`src/rtl/calc_pkg.sv`:
```
// Shared calculator definitions: keypad map, scan states and row-decode helpers.
package calc_pkg;

    typedef enum logic [1:0] {
        SCAN,
        DEBOUNCE,
        HELD
    } scan_state_t;

    typedef struct packed {
        logic       single;
        logic [1:0] idx;
    } row_hit_t;

    // Indexed [row][col]
    localparam logic [3:0] KEYMAP [4][4] = '{
        '{4'h1, 4'h2, 4'h3, 4'hA},
        '{4'h4, 4'h5, 4'h6, 4'hB},
        '{4'h7, 4'h8, 4'h9, 4'hC},
        '{4'h0, 4'hF, 4'hE, 4'hD}
    };

    function automatic row_hit_t onehot_low_index(input logic [3:0] v);
        row_hit_t r;
        r = '0;
        case (v)
            4'b1110: r = '{single: 1'b1, idx: 2'd0};
            4'b1101: r = '{single: 1'b1, idx: 2'd1};
            4'b1011: r = '{single: 1'b1, idx: 2'd2};
            4'b0111: r = '{single: 1'b1, idx: 2'd3};
            default: r = '0;
        endcase
        return r;
    endfunction

    function automatic logic [3:0] col_drive(input logic [1:0] idx);
        return ~(4'b0001 << idx);
    endfunction

endpackage

```
`src/rtl/keypad_scanner_tick_gen.sv`:
```
// Free-running prescaler: one-cycle tick every SCAN_DIV clocks.
module tick_gen #(
    parameter int unsigned SCAN_DIV = 50000
) (
    input  logic clk,
    input  logic rst,
    output logic tick
);
    localparam int unsigned CW = $clog2(SCAN_DIV);
    localparam logic [CW-1:0] LAST = CW'(SCAN_DIV - 1);
    localparam logic [CW-1:0] PRE_LAST = CW'(SCAN_DIV - 2);

    logic [CW-1:0] count;

    // tick is registered one count early so it is high exactly while count == LAST
    always_ff @(posedge clk or posedge rst) begin
        if (rst) begin
            count <= '0;
            tick  <= 1'b0;
        end else begin
            count <= (count == LAST) ? '0 : count + CW'(1);
            tick  <= (count == PRE_LAST);
        end
    end

endmodule

```
`src/rtl/keypad_scanner.sv`:
```
// 4x4 matrix keypad scanner: column strobe, 2-flop row sync, press/release debounce.
module keypad_scanner
    import calc_pkg::*;
#(
    parameter int unsigned SCAN_DIV       = 50000,
    parameter int unsigned DEBOUNCE_TICKS = 4
) (
    input  logic       clk,
    input  logic       rst,
    input  logic [3:0] row,
    output logic [3:0] col,
    output logic [3:0] key_code,
    output logic       key_valid,
    output logic       key_held
);
    localparam int unsigned DW = $clog2(DEBOUNCE_TICKS + 1);
    localparam logic [DW-1:0] D_LAST = DW'(DEBOUNCE_TICKS - 1);

    logic        tick;
    logic [3:0]  row_m;
    logic [3:0]  row_s;
    row_hit_t    hit;
    scan_state_t state;
    logic [1:0]  col_idx;
    logic [1:0]  col_nxt;
    logic [1:0]  cand_row;
    logic [1:0]  cand_col;
    logic [DW-1:0] db_cnt;
    logic [DW-1:0] rel_cnt;

    tick_gen #(.SCAN_DIV(SCAN_DIV)) u_tick (
        .clk  (clk),
        .rst  (rst),
        .tick (tick)
    );

    always_ff @(posedge clk or posedge rst) begin
        if (rst) begin
            row_m <= '1;
            row_s <= '1;
        end else begin
            row_m <= row;
            row_s <= row_m;
        end
    end

    assign hit     = onehot_low_index(row_s);
    assign col_nxt = col_idx + 2'd1;

    // Scan/debounce FSM; column index only moves when leaving a column's decision
    always_ff @(posedge clk or posedge rst) begin
        if (rst) begin
            state     <= SCAN;
            col_idx   <= '0;
            col       <= 4'b1110;
            cand_row  <= '0;
            cand_col  <= '0;
            db_cnt    <= '0;
            rel_cnt   <= '0;
            key_code  <= '0;
            key_valid <= 1'b0;
            key_held  <= 1'b0;
        end else begin
            key_valid <= 1'b0;
            if (tick) begin
                case (state)
                    SCAN: begin
                        if (hit.single) begin
                            cand_row <= hit.idx;
                            cand_col <= col_idx;
                            db_cnt   <= '0;
                            state    <= DEBOUNCE;
                        end else begin
                            col_idx <= col_nxt;
                            col     <= col_drive(col_nxt);
                        end
                    end
                    DEBOUNCE: begin
                        if (hit.single && hit.idx == cand_row) begin
                            if (db_cnt == D_LAST) begin
                                key_code  <= KEYMAP[cand_row][cand_col];
                                key_valid <= 1'b1;
                                key_held  <= 1'b1;
                                db_cnt    <= '0;
                                rel_cnt   <= '0;
                                state     <= HELD;
                            end else begin
                                db_cnt <= db_cnt + DW'(1);
                            end
                        end else begin
                            col_idx <= col_nxt;
                            col     <= col_drive(col_nxt);
                            state   <= SCAN;
                        end
                    end
                    HELD: begin
                        if (row_s == 4'b1111) begin
                            if (rel_cnt == D_LAST) begin
                                key_held <= 1'b0;
                                rel_cnt  <= '0;
                                col_idx  <= col_nxt;
                                col      <= col_drive(col_nxt);
                                state    <= SCAN;
                            end else begin
                                rel_cnt <= rel_cnt + DW'(1);
                            end
                        end else begin
                            rel_cnt <= '0;
                        end
                    end
                    default: state <= SCAN;
                endcase
            end
        end
    end

endmodule

```
`config.mk`:
```
export PLATFORM = sky130hd
export DESIGN_NAME = keypad_scanner
export DESIGN_NICKNAME = d
export VERILOG_FILES = /design/src/rtl/calc_pkg.sv /design/src/rtl/keypad_scanner_tick_gen.sv /design/src/rtl/keypad_scanner.sv
export SDC_FILE = /design/constraint.sdc
export NUM_CORES = 1
export LEC_CHECK = 0
export CORE_MARGIN = 8
export CORE_UTILIZATION = 40
export DETAILED_ROUTE_END_ITERATION = 16
export DONT_BUFFER_PORTS = 1
export PLACE_DENSITY = 0.52
export SYNTH_ARGS = -nofsm -noshare
export SYNTH_HDL_FRONTEND = slang
export SYNTH_SLANG_ARGS = --single-unit
export TNS_END_PERCENT = 10
```
`constraint.sdc`:
```
create_clock -name clk -period 2.85 [get_ports clk]
set_input_delay 0.4275 -clock clk [delete_from_list [all_inputs] [get_ports clk]]
set_output_delay 0.4275 -clock clk [all_outputs]
set_load 0.1 [all_outputs]
```
==> results of run 1 <==
flip-flops by register name, indices dropped and copies added, names as in the netlist, 3 cells and up:
name          flops
col               4
db_cnt            3
key_code          4
rel_cnt           3
row_m             4
row_s             4
u_tick.count     16
cells by family (layout without fill, tap and decap cells):
group,after synthesis,after routing,synth area share (%)
compound gates,25,25,7.78
mux,12,12,6.28
xor+xnor,17,17,6.18
fa+ha+maj,11,11,5.71
buf+inv,28,28,6.18
flops,49,49,51.4
simple gates,77,77,16.5
final timing paths:
check,start,end,slack (ns),cells after the start
max,row_s[1]$_DFF_PP1_,key_code[0]$_DFFE_PP0P_,0.36,5
min,row[2],row_m[2]$_DFF_PP1_,0.12,0
max reg2reg,row_s[1]$_DFF_PP1_,key_code[0]$_DFFE_PP0P_,0.36,5
min reg2reg,row_m[0]$_DFF_PP1_,row_s[0]$_DFF_PP1_,0.36,0
max in group asynchronous,rst,db_cnt[0]$_DFFE_PP0P_,2.01,1
min in group asynchronous,rst,col[0]$_DFFE_PP0P_,0.22,1
cells in the mapped netlist, drive strengths merged (2+ instances only):
| cell type | count |
|---|---|
| dfrtp | 38 |
| inv | 20 |
| nand2 | 19 |
| nor2 | 19 |
| dfstp | 11 |
| ha | 11 |
| xor2 | 10 |
| nand3 | 8 |
| xnor2 | 7 |
| mux2 | 6 |
| o21ai | 6 |
| mux2i | 5 |
| clkbuf | 4 |
| nor3 | 4 |
| a31oi | 3 |
| buf | 3 |
| nand4 | 3 |
| nor2b | 3 |
| nor4b | 3 |
| o31ai | 3 |
| a21oi | 2 |
| and3 | 2 |
| nand2b | 2 |
| nand4b | 2 |
| nor4 | 2 |
| o211ai | 2 |
| or2b | 2 |
cell usage in the layout (no fill, tap or decap), drive strengths merged, types with 2 or more instances in the layout:
master,instances
o21ai,6
and3,2
mux2,6
nand3,8
clkbuf,5
nor4,2
dfrtp,38
o211ai,2
nor4b,3
dfstp,11
a21oi,2
nand4b,2
nor2b,3
nand2b,2
or2b,2
nand2,19
ha,11
o31ai,3
nand4,3
a31oi,3
mux2i,5
inv,21
nor3,4
xor2,10
nor2,19
xnor2,7
worst max-delay path: cells and delay by family, from the launching register on:
family / cells / cell delay [ns]
AND/OR/NAND/NOR: 2 / 1.10
flip-flops: 1 / 0.59
multiplexers: 1 / 0.36
AO/OA/AOI/OAI: 2 / 0.33
metal layers:
layer,share of wire [%],routed length [microns]
met2,48,1920
met3,4.2,166
met4,0.80,32
met1,47,1880
met5,0,0
report_power, final:
part	switching, mW	internal (mW)
Combinational	0.0190	0.00619
Clock	0.241	0.177
Sequential	0.00645	0.706
Total	0.266	0.889
through the flow:
| stage | instance area [sq um] | cells | hold WS [ns] |
|---|---|---|---|
| 3_3_place_gp | 2430 | 286 | 0.346 |
| 3_5_place_dp | 2430 | 286 | 0.347 |
| 4_1_cts | 2520 | 294 | 0.106 |
| 6_report | 2520 | 294 | 0.118 |
| 5_1_grt | 2520 | 294 | 0.0962 |
| 2_1_floorplan | 2410 | 219 | 0.345 |
layout make-up:
cell class / count / area share [%]
Inverter: 20 / 2.97
Sequential cell: 49 / 49.1
Multi-Input combinational cell: 142 / 40.5
Tap cell: 75 / 3.72
Clock buffer: 5 / 2.73
Clock inverter: 3 / 0.991
==> results.txt, run 1 <==
Measured along the x axis, the die boundary spans 93.6 microns. The root buffer selected by CTS is clkbuf_8. Count of unresolved DRC violations after routing: 0. The clock tree synthesis step divided the H-tree into 2 levels. At the placement stage, the worst setup path has a slack of 0.341 ns.

After synthesis, flip-flops and latches occupy 51.4% of the total area. The start-to-end type of the worst setup path was flop to flop. Cells with a size suffix above 1 make up 15.1% of the layout. Along the worst path, the maximum fanout reaches 8.

The run finished with clean final reports. The largest individual stage delay along the critical path comes from the cell or4_1. For the end-of-flow core utilization, the log shows 42.9%.

The half-perimeter wire length after placement is 2820 microns, and the first-pass iteration count of the detailed router is 4. The met2 layer usage reported by global route was 16.9%; the clock transition at the registers of the reported paths was 0.10 ns. The die covers 8770 sq um. TritonCTS built the clock tree.

The total negative slack for setup checks came out at 0 ns. The met1 track demand over resource is 12.2%, and the power density of the placed cells is 458 nW/um^2. The synthesized design contains 49 register bits.

The via count of the first global-routing pass was 1488; the proportion of synthesized flip-flops having asynchronous set or reset was 100%. Post-CTS timing repair inserted 0 buffers for setup. At the pin with the least slew margin, the transition time is 0.990 ns.

The type of the most critical hold path is primary input to flop. Dividing the final minimum period by the clock period gives 87.3%. The repair_antennas step left the layout with diodes totalling 0.

Total count of max-transition violations in the final report: 0. The Yosys step of the flow raised 0 warnings. After synthesis the cells add up to 2410 sq um.

The average wire per cell in the routed design came out at 13.6 microns. Vertical extent of the die: 93.6 microns. Once detail routing completed, the nets flagged for antenna violations numbered 0.

Kind of launch point of the worst setup path: a flop. The share of Yosys cell area claimed by the top area cell type came out at 39.4%. The post-synthesis area per instance is 11.0 sq um, and the count of unique library cells instantiated by Yosys is 51. The total I/O pin count is 16. Buffers placed on the I/O ports in this run total 0. The detailed router finished its first iteration with 32 violations. Data arrives at the worst endpoint at 2.69 ns.

The buffer levels on the longest clock path is 2, and the total vias in the final route is 1451. After global routing, the most crowded layer is met2. The run gives 236 as the synthesized netlist net count. In this run the tightest slew margin relative to its limit is 33.9%. Buffers inserted to repair hold after CTS numbered 0. In this design, the stage delay of the slowest critical-path cell is 0.73 ns. The number of cells upsized or downsized after cts is 0.

The first global-routing pass estimated 7120 microns of wire. The maximum number of pins on one net before global-route repair is 50, and the final critical-path required period is 2.49 ns. Timing would allow up to 402 MHz.

Counting flops with a built-in enable in the synthesized netlist gives 0. The aggregate global-route resource usage was 10.2%. At the end of routability-driven placement, the weighted congestion stood at 0.777. The overall routed net length came out at 3990 microns. After the last flow step, the layout net total stands at 235. Setup violations remaining at the end of the flow were counted as 0. Counting every instance in the synthesized netlist gives 219. In this run the static leakage power is 1.13 nW.

Dividing the detail-routed via count by the number of cells gives 4.94. Summing internal, switching and leakage power gives 1.16 mW. Setup repair after global routing left no endpoint under its margin.

Across the whole layout, storage elements account for 1240 sq um. The row count was 28; the total of max-cap violations was 0. The critical path required time is 3.05 ns. Setup slack closes at 0.362 ns. Top cell type by total area after synthesis: dfrtp_1.

STA classifies the critical path endpoint as a flop. The final worst clock skew was 0.0165 ns. The number of sinks handled by clock tree synthesis is 49. The number of clock buffers added by TritonCTS is 5. In the synthesized netlist the dominant register cell turns out to be dfrtp_1. The logs give 0 for the number of antenna violations at the first check in global routing and 0 for the final count of hold timing violations. In the final layout, the multi-input gates occupy 1020 sq um.

The tools report the initial cell density of the core as 41.0%. After synthesis, the cell types taking the most area are dfrtp_1 39%, dfstp_2 12%, ha_1 5.7%. VDD sags by at most 0.000190 V.

For the worst-skew pair, the clock arrives at the later sink with an insertion delay of 0.31 ns. The number of fillers in the final layout was 570. Core region area: 5890 sq um. Summed over all layers, the global routing overflow is 0.

The area added between synthesis and finish was 4.72%; the met3 capacity usage during global routing was 3.13%. Walking the worst path, the cells encountered are or3b_1 > a211oi_2 > a31oi_2 > or4_1 > mux2_4.
No activity file was read; power rests on OpenSTA's default activity.
==> run 2: changes to the inputs <==
Settings changed: CORE_MARGIN 8 to 3, SYNTH_HIERARCHICAL from default to 1.
==> results.txt, run 2 <==
The flow ran to the end, and the final reports show no timing, DRC or antenna violations. The final non-filler cell total was 285 (-3.1%). Most common cell after layout, fill and taps aside: dfrtp_1. In the layout the commonest cells are 38 x dfrtp_1, 15 x nor2_1, 14 x inv_1. Number of sinks handled by clock tree synthesis: 49 (unchanged).

Yosys instantiated no cell more often than dfrtp_1. The via count of the first global-routing pass was 1568 (+5.4%). The path depth of the worst reg2reg path was 5 (unchanged). The run gives 0.60 ns (+0.24 ns) as the reg2reg setup slack. Start-to-end type of the worst setup path: flop to flop. The x dimension of the die is 83.8 microns (-11%), and the slew at the pin with the worst max-slew slack is 0.931 ns (-0.0590 ns). The count of hold buffers inserted by post-cts repair came out at 0 (unchanged).

The run gives 45.3% (+2.4 points) as the end-of-flow core utilization. The number of antenna violations at the first check in global routing came out at 0 (unchanged). The tools report the met1 track demand over resource as 17.9% (+5.7 points). The maximum clock rate was 445 MHz (+11%); the largest fanout of any net on the critical path was 8 (unchanged). The run gives 3150 microns (+12%) as the half-perimeter wire length after placement. The tools report the worst voltage drop across the vdd grid as 0.000200 V (+5.4%). The tools report the post-synthesis sequential area ratio as 51.2% (-0.21 points). The run gives 7490 microns (+5.1%) as the wire length of the first global-routing pass. The setup violation total in the final timing report was 0 (unchanged); the first-pass iteration count of the detailed router was 4 (unchanged).

The clock latency of the later-clocked register in the worst-skew pair was 0.30 ns (about the same); the met2 layer usage reported by global route was 20.2% (+3.3 points). Setup repair after global routing left no endpoint under its margin. The number of fillers in the final layout is 529 (-7.2%). The overflow left after global routing was 0 (unchanged).

The busiest metal layer after global routing is met2. The run gives 5680 sq um (-3.6%) as the core region area. Placer's final routability congestion estimate: 0.802 (+3.2%). The post-CTS setup buffer count is 0 (unchanged). The cell area after layout was 2570 sq um (+1.8%); the power density of the placed cells was 441 nW/um^2 (-3.7%).

The number of I/O port buffers works out to 0 (unchanged). The worst register-to-register path begins at row_s[1]$_DFF_PP1_. Counting instances in the post-synthesis netlist gives the leading cell types as 38 x dfrtp_1, 15 x nor2_1, 14 x inv_1. The critical path endpoint category is a flop. The final critical-path required period was 2.25 ns (-0.242 ns). The logs give 277 (-3.1%) for the count of placed standard cells including taps and 1.13 nW (+0.50%) for the leakage power of the design. The setup slack at placement was 0.601 ns (+0.260 ns). The most used flip-flop cell after synthesis is dfrtp_1.

Net switching power of the design: 0.247 mW (-7.2%). The synthesized netlist cell count is 208 (-5.0%), and the count of routing violations after the opening detailed-route iteration is 144 (+350%). Total count of max-transition violations in the final report: 0 (unchanged).

The run gives 2490 sq um (+2.4%) as the standard cell area after detailed placement. The logs give 42.7% (+1.7 points) for the initial cell density of the core and 2.43 ns (-0.26 ns) for the arrival time reported for the critical path endpoint. The maximum number of pins on one net before global-route repair came out at 26 (-48%). The critical path required time came out at 3.04 ns (about the same). The logs give 0 (unchanged) for the count of unresolved DRC violations after routing and 0 (unchanged) for the final count of hold timing violations. The full die area is 7020 sq um (-20%), and the total I/O pin count is 16 (unchanged). The combined area of the multi-input logic cells is 1090 sq um (+7.1%). The number of flops mapped to enable cells by yosys was 0 (unchanged); the mean number of vias per cell was 5.46 (+11%).

The buffer levels on the longest clock path is 2 (unchanged). The tools report the worst max-slew margin expressed relative to the limit as 37.9% (+4.0 points). The area taken by flip-flops and latches came out at 1240 sq um (unchanged). The total number of H-tree levels was 2 (unchanged).

In this run the worst setup path begins at row_s[1]$_DFF_PP1_. The antenna diode count came out at 0 (unchanged). The synthesized design spends more area on one cell type than any other, namely dfrtp_1. The internal power came out at 0.886 mW (-0.38%). The logs give 0.0982 ns (-0.0203 ns) for the worst hold slack across all endpoints and 52 (+2.0%) for the count of unique library cells instantiated by Yosys. TritonCTS built the clock tree. The row count was 27 (-3.6%).

In this run the worst hold path is classified as primary input to async pin. The worst setup path is launched from a flop. Ratio of cells with drive above 1 in the final layout: 18.8% (+3.7 points). Area added between synthesis and finish: 6.15%. The tools report the total vias in the final route as 1555 (+7.2%).

The post-synthesis area per instance came out at 11.6 sq um (+5.7%). The total negative slack for setup checks was 0 ns (unchanged); the proportion of synthesized flip-flops having asynchronous set or reset was 100% (unchanged). The run gives 0.0107 ns (-0.00584 ns) as the final worst clock skew. Last element of the critical path: key_code[3]$_DFFE_PP0P_.

The area of the mapped netlist was 2420 sq um (+0.42%); the logic gate share of total power was 2.5% (+0.3 points). Clock share of power: 34.7% (-1.5 points). For the overall power after layout, the log shows 1.13 mW (-2.0%). Clock transition at the registers of the reported paths: 0.09 ns (about the same). The number of nets in the finished design was 228 (-3.0%); the average wire per cell in the routed design was 14.8 microns (+9.2%). Final cycle utilization of the critical path: 78.8% (-8.5 points). The logs give 0 (unchanged) for the number of nets with antenna violations after detailed routing and 5 (unchanged) for the number of clock buffers inserted by TritonCTS.

The total of max-cap violations was 0 (unchanged). The run gives 13.0% (+2.8 points) as the aggregate global-route resource usage. The vertical extent of the die was 83.8 microns (-11%). The post-layout worst setup margin was 0.603 ns (+0.242 ns). The switching fraction of total power was 21.8% (-1.2 points); the flip-flop count of the largest register after layout was 16 (unchanged).

The root buffer selected by CTS is clkbuf_8. Ranked by flip-flop count, first place goes to u_tick/count. The tools report the overall routed net length as 4220 microns (+5.8%).

The share of Yosys cell area claimed by the top area cell type is 39.3% (-0.16 points). For the share of total power in sequential cells, the log shows 62.8% (+1.2 points). Sorting the synthesized cells by area gives the leading types as dfrtp_1 39%, dfstp_2 12%, ha_1 5.2%. The tools report the met3 capacity usage during global routing as 3.65% (+0.53 points). The flop and latch count out of synthesis is 49 (unchanged). The capture instance of the worst register-to-register path is key_code[3]$_DFFE_PP0P_. The run gives 0 (unchanged) as the number of cells upsized or downsized after cts. The logs give 224 (-5.1%) for the synthesized netlist net count and 6 (+6) for the number of warnings printed during yosys synthesis.
[run 2: changes by cell type in the layout (fill, tap and decap cells not counted), sizes merged, moves of 3 or more]
cell     previous run  this run
o2bb2ai             0         3
nor2               19        16
inv                21        14
nand3               8        12
xnor2               7        11
a31oi               3         6
nand2              19        10
mux2i               5         9
xor2               10         5
[run 2: power by group through the flow]
stage	registers, mW	logic [mW]	clock network [mW]
after global routing	0.713	0.0329	0.441
after global placement	0.724	0.0292	0
after floorplan	0.721	0.0275	0
final	0.712	0.0285	0.393
after detailed placement	0.725	0.0300	0
after CTS	0.712	0.0301	0.406
[run 2: worst min-delay path by stage]
stage	start	endpoint	slack [ns]	cells past startpoint
floorplan	rst	u_tick/count[0]$_DFF_PP0_	0.35	1
global placement	row_m[2]$_DFF_PP1_	row_s[2]$_DFF_PP1_	0.35	0
detailed placement	row_m[1]$_DFF_PP1_	row_s[1]$_DFF_PP1_	0.35	0
CTS	row[3]	row_m[3]$_DFF_PP1_	0.11	0
global route	row[3]	row_m[3]$_DFF_PP1_	0.10	0
finish	rst	u_tick/count[10]$_DFF_PP0_	0.1	1
[run 2: cell type report]
class                      count  share of cell area [%]
clock buffer                   7                    2.97
clock inverter                 1                   0.195
inverter                      15                    2.19
multi-input combinational    140                    42.6
sequential                    49                    48.2
tap                           72                    3.51
timing repair buffer           1                   0.292
[run 2: logic make-up after synthesis]
family                   Yosys count  synth area share (%)
XOR/XNOR                          16                  5.79
flip-flops                        49                  51.2
multiplexers                      17                  7.44
buffers and inverters             19                  3.57
adder cells (fa/ha/maj)           11                  5.58
AO/OA/AOI/OAI                     29                  9.87
AND/OR/NAND/NOR                   67                  16.5
[run 2: per-layer routing]
metal | part of all wire [%] | up-vias | routed length [microns]
met1 | 48 | 788 | 2050
met3 | 3.6 | 4 | 151
met5 | 0 | - | 0
li1 | - | 739 | -
met4 | 0.81 | 0 | 34
met2 | 47 | 24 | 1990
[run 2: critical path: stages, from the launching register on]
cell	delay (ns)
dfstp_2	0.62
or3b_1	0.38
a211oi_2	0.26
a41oi_2	0.10
nor3_4	0.39
mux2_2	0.39
==> run 3: changes to the inputs <==
Clock period 2.85 ns to 2.3 ns, I/O delays scaled along.
==> results.txt, run 3 (synthesis gave the netlist of run 2 again) <==
The logs give 472 MHz (+6.1%) for the maximum clock rate and 16 (unchanged) for the total I/O pin count. The total buffers and inverters traversed by the critical path works out to 0 (unchanged). The ratio of cells with drive above 1 in the final layout is 20.5% (+1.8 points), and the total number of H-tree levels is 2 (unchanged).

For the aggregate global-route resource usage, the log shows 13.4% (+0.40 points). The post-CTS setup buffer count was 0 (unchanged); the wire length of the first global-routing pass was 7690 microns (+2.7%). The clock latency of the later-clocked register in the worst-skew pair was 0.30 ns (about the same); the overall routed net length was 4390 microns (+4.0%). Setup repair after global routing left no endpoint under its margin.

For the via count of the first global-routing pass, the log shows 1563 (-0.32%). For the total of max-cap violations, the log shows 0 (unchanged). The biggest cell delay along the critical path is 0.61 ns (about the same). For the number of clock buffers inserted by TritonCTS, the log shows 5 (unchanged). The vertical extent of the die works out to 83.8 microns (unchanged). The buffer levels on the longest clock path is 2 (unchanged).

Count of unresolved DRC violations after routing: 0 (unchanged). The count of routing violations after the opening detailed-route iteration is 53 (-63%). In the layout the commonest cells are 38 x dfrtp_1, 15 x nor2_1, 14 x inv_1. Flip-flop count of the largest register after layout: 16 (unchanged). For the maximum number of pins on one net before global-route repair, the log shows 21 (-19%).

For the number of nets with antenna violations after detailed routing, the log shows 0 (unchanged). The worst hold slack across all endpoints was 0.0280 ns (-0.0701 ns); the worst voltage drop across the vdd grid was 0.000260 V (+30%). The run gives 39.4% (+1.6 points) as the worst max-slew margin expressed relative to the limit.

For the antenna diode count, the log shows 0 (unchanged). Among all stages on the critical path, the largest delay is contributed by dfstp_2. Critical path required time: 2.48 ns (-0.56 ns). The x dimension of the die was 83.8 microns (unchanged).

The number of sinks handled by clock tree synthesis is 49 (unchanged), and the total count of max-transition violations in the final report is 0 (unchanged). TritonCTS built the clock tree. For the number of cells upsized or downsized after cts, the log shows 0 (unchanged). The critical path goes through or3b_1 > a211oi_2 > a41oi_2 > nor3_4 > mux2_2.

Mean number of vias per cell: 5.25 (-3.7%). Standard cell area after detailed placement: 2530 sq um (+1.5%). The critical path in this run is classified as flop to flop.

The cell area after layout is 2640 sq um (+2.8%). The number of nets in the finished design came out at 234 (+2.6%). Average wire per cell in the routed design: 15.1 microns (+1.9%). Final critical-path required period: 2.12 ns (-0.129 ns). The source of the worst register-to-register timing path is row_s[1]$_DFF_PP1_. Row count: 27 (unchanged). CTS placed an instance of clkbuf_8 at the clock tree root. The slew at the pin with the worst max-slew slack is 0.908 ns (-0.0226 ns), and the overflow left after global routing is 0 (unchanged). The final cycle utilization of the critical path is 92.1% (+13 points), and the number of I/O port buffers is 0 (unchanged). Tracing the worst setup path back leads to its startpoint at row_s[1]$_DFF_PP1_. The tools report the initial cell density of the core as 42.7% (unchanged).

First-pass iteration count of the detailed router: 4 (unchanged). The number of antenna violations at the first check in global routing was 0 (unchanged). The flow ran to the end, and the final reports show no timing, DRC or antenna violations. The end-of-flow core utilization was 46.6% (+1.3 points).

Total vias in the final route: 1529 (-1.7%). Counting flops per register, the top entry is u_tick/count. The largest fanout of any net on the critical path was 8 (unchanged). The worst setup path is launched from a flop. On the critical path the largest part of the delay comes from simple AND/OR/NAND/NOR gates. Area added between synthesis and finish: 9.15%. For the total negative slack for setup checks, the log shows 0 ns (unchanged).

The worst hold path belongs to the class primary input to async pin. The run gives 2.30 ns (-0.13 ns) as the arrival time reported for the critical path endpoint. The critical path endpoint category is a flop.

Setup violation total in the final timing report: 0 (unchanged). The run gives 0 (unchanged) as the final count of hold timing violations. Most common cell after layout, fill and taps aside: dfrtp_1.

The half-perimeter wire length after placement is 3260 microns (+3.5%). The power density of the placed cells works out to 574 nW/um^2 (+30%). Clock transition at the registers of the reported paths: 0.09 ns (about the same). The full die area is 7020 sq um (unchanged), and the placer's final routability congestion estimate is 0.869 (+8.4%). The final worst clock skew is 0.00755 ns (-0.00314 ns), and the core region area is 5680 sq um (unchanged).

Leakage power of the design: 1.17 nW (+3.7%).
-- run 3: changes by cell type in the layout (fill, tap and decap cells not counted), sizes merged --
| cell | before | now |
|---|---|---|
| buf | 1 | 6 |
| bufinv | 0 | 1 |
| clkbuf | 7 | 6 |
| dlygate4sd3 | 0 | 1 |
-- run 3: worst paths after layout --
path                                                   end  slack (ns)  cells after the start
worst max-delay path               key_code[3]$_DFFE_PP0P_        0.18                      5
worst min-delay path            u_tick/count[11]$_DFF_PP0_        0.03                      1
worst max register to register     key_code[3]$_DFFE_PP0P_        0.18                      5
worst min register to register          row_s[3]$_DFF_PP1_        0.36                      0
max in group asynchronous               row_s[0]$_DFF_PP1_        1.07                      3
min in group clk                        row_m[3]$_DFF_PP1_        0.04                      0
-- run 3: metal layers --
| layer | up-vias | share of wire, % | global-route usage [%] |
|---|---|---|---|
| met5 | - | 0 | 0 |
| met4 | 0 | 1.3 | 4.68 |
| met3 | 7 | 4.0 | 3.36 |
| met2 | 32 | 44 | 20.1 |
| met1 | 739 | 50 | 18.9 |
| li1 | 751 | - | - |
-- run 3: per-stage QoR --
step,instances,setup WS [ns],power (mW)
2_1_floorplan,208,0.208,0.927
4_1_cts,291,0.104,1.54
5_1_grt,291,0.0579,1.58
3_3_place_gp,282,0.174,0.936
3_5_place_dp,282,0.115,0.938
6_report,291,0.183,1.52
-- run 3: cell type report --
| class | instances | area [sq um] |
|---|---|---|
| Clock buffer | 6 | 72.6 |
| Clock inverter | 2 | 33.8 |
| Fill cell | 518 | 3030 |
| Inverter | 15 | 56.3 |
| Multi-Input combinational cell | 140 | 1090 |
| Sequential cell | 49 | 1240 |
| Tap cell | 72 | 90.1 |
| Timing Repair Buffer | 7 | 55.1 |
-- run 3: report_power, final --
part	total, mW	leakage (nW)	internal (mW)	switching, mW
combinational	0.0399	0.489	0.0123	0.0276
clock	0.594	0.0528	0.321	0.273
sequential	0.882	0.632	0.874	0.00736
-- run 3: timing repair --
action	in CTS	in global routing
hold buffers	1	0
endpoints found under the hold margin	9	0
setup endpoints to repair	0	1
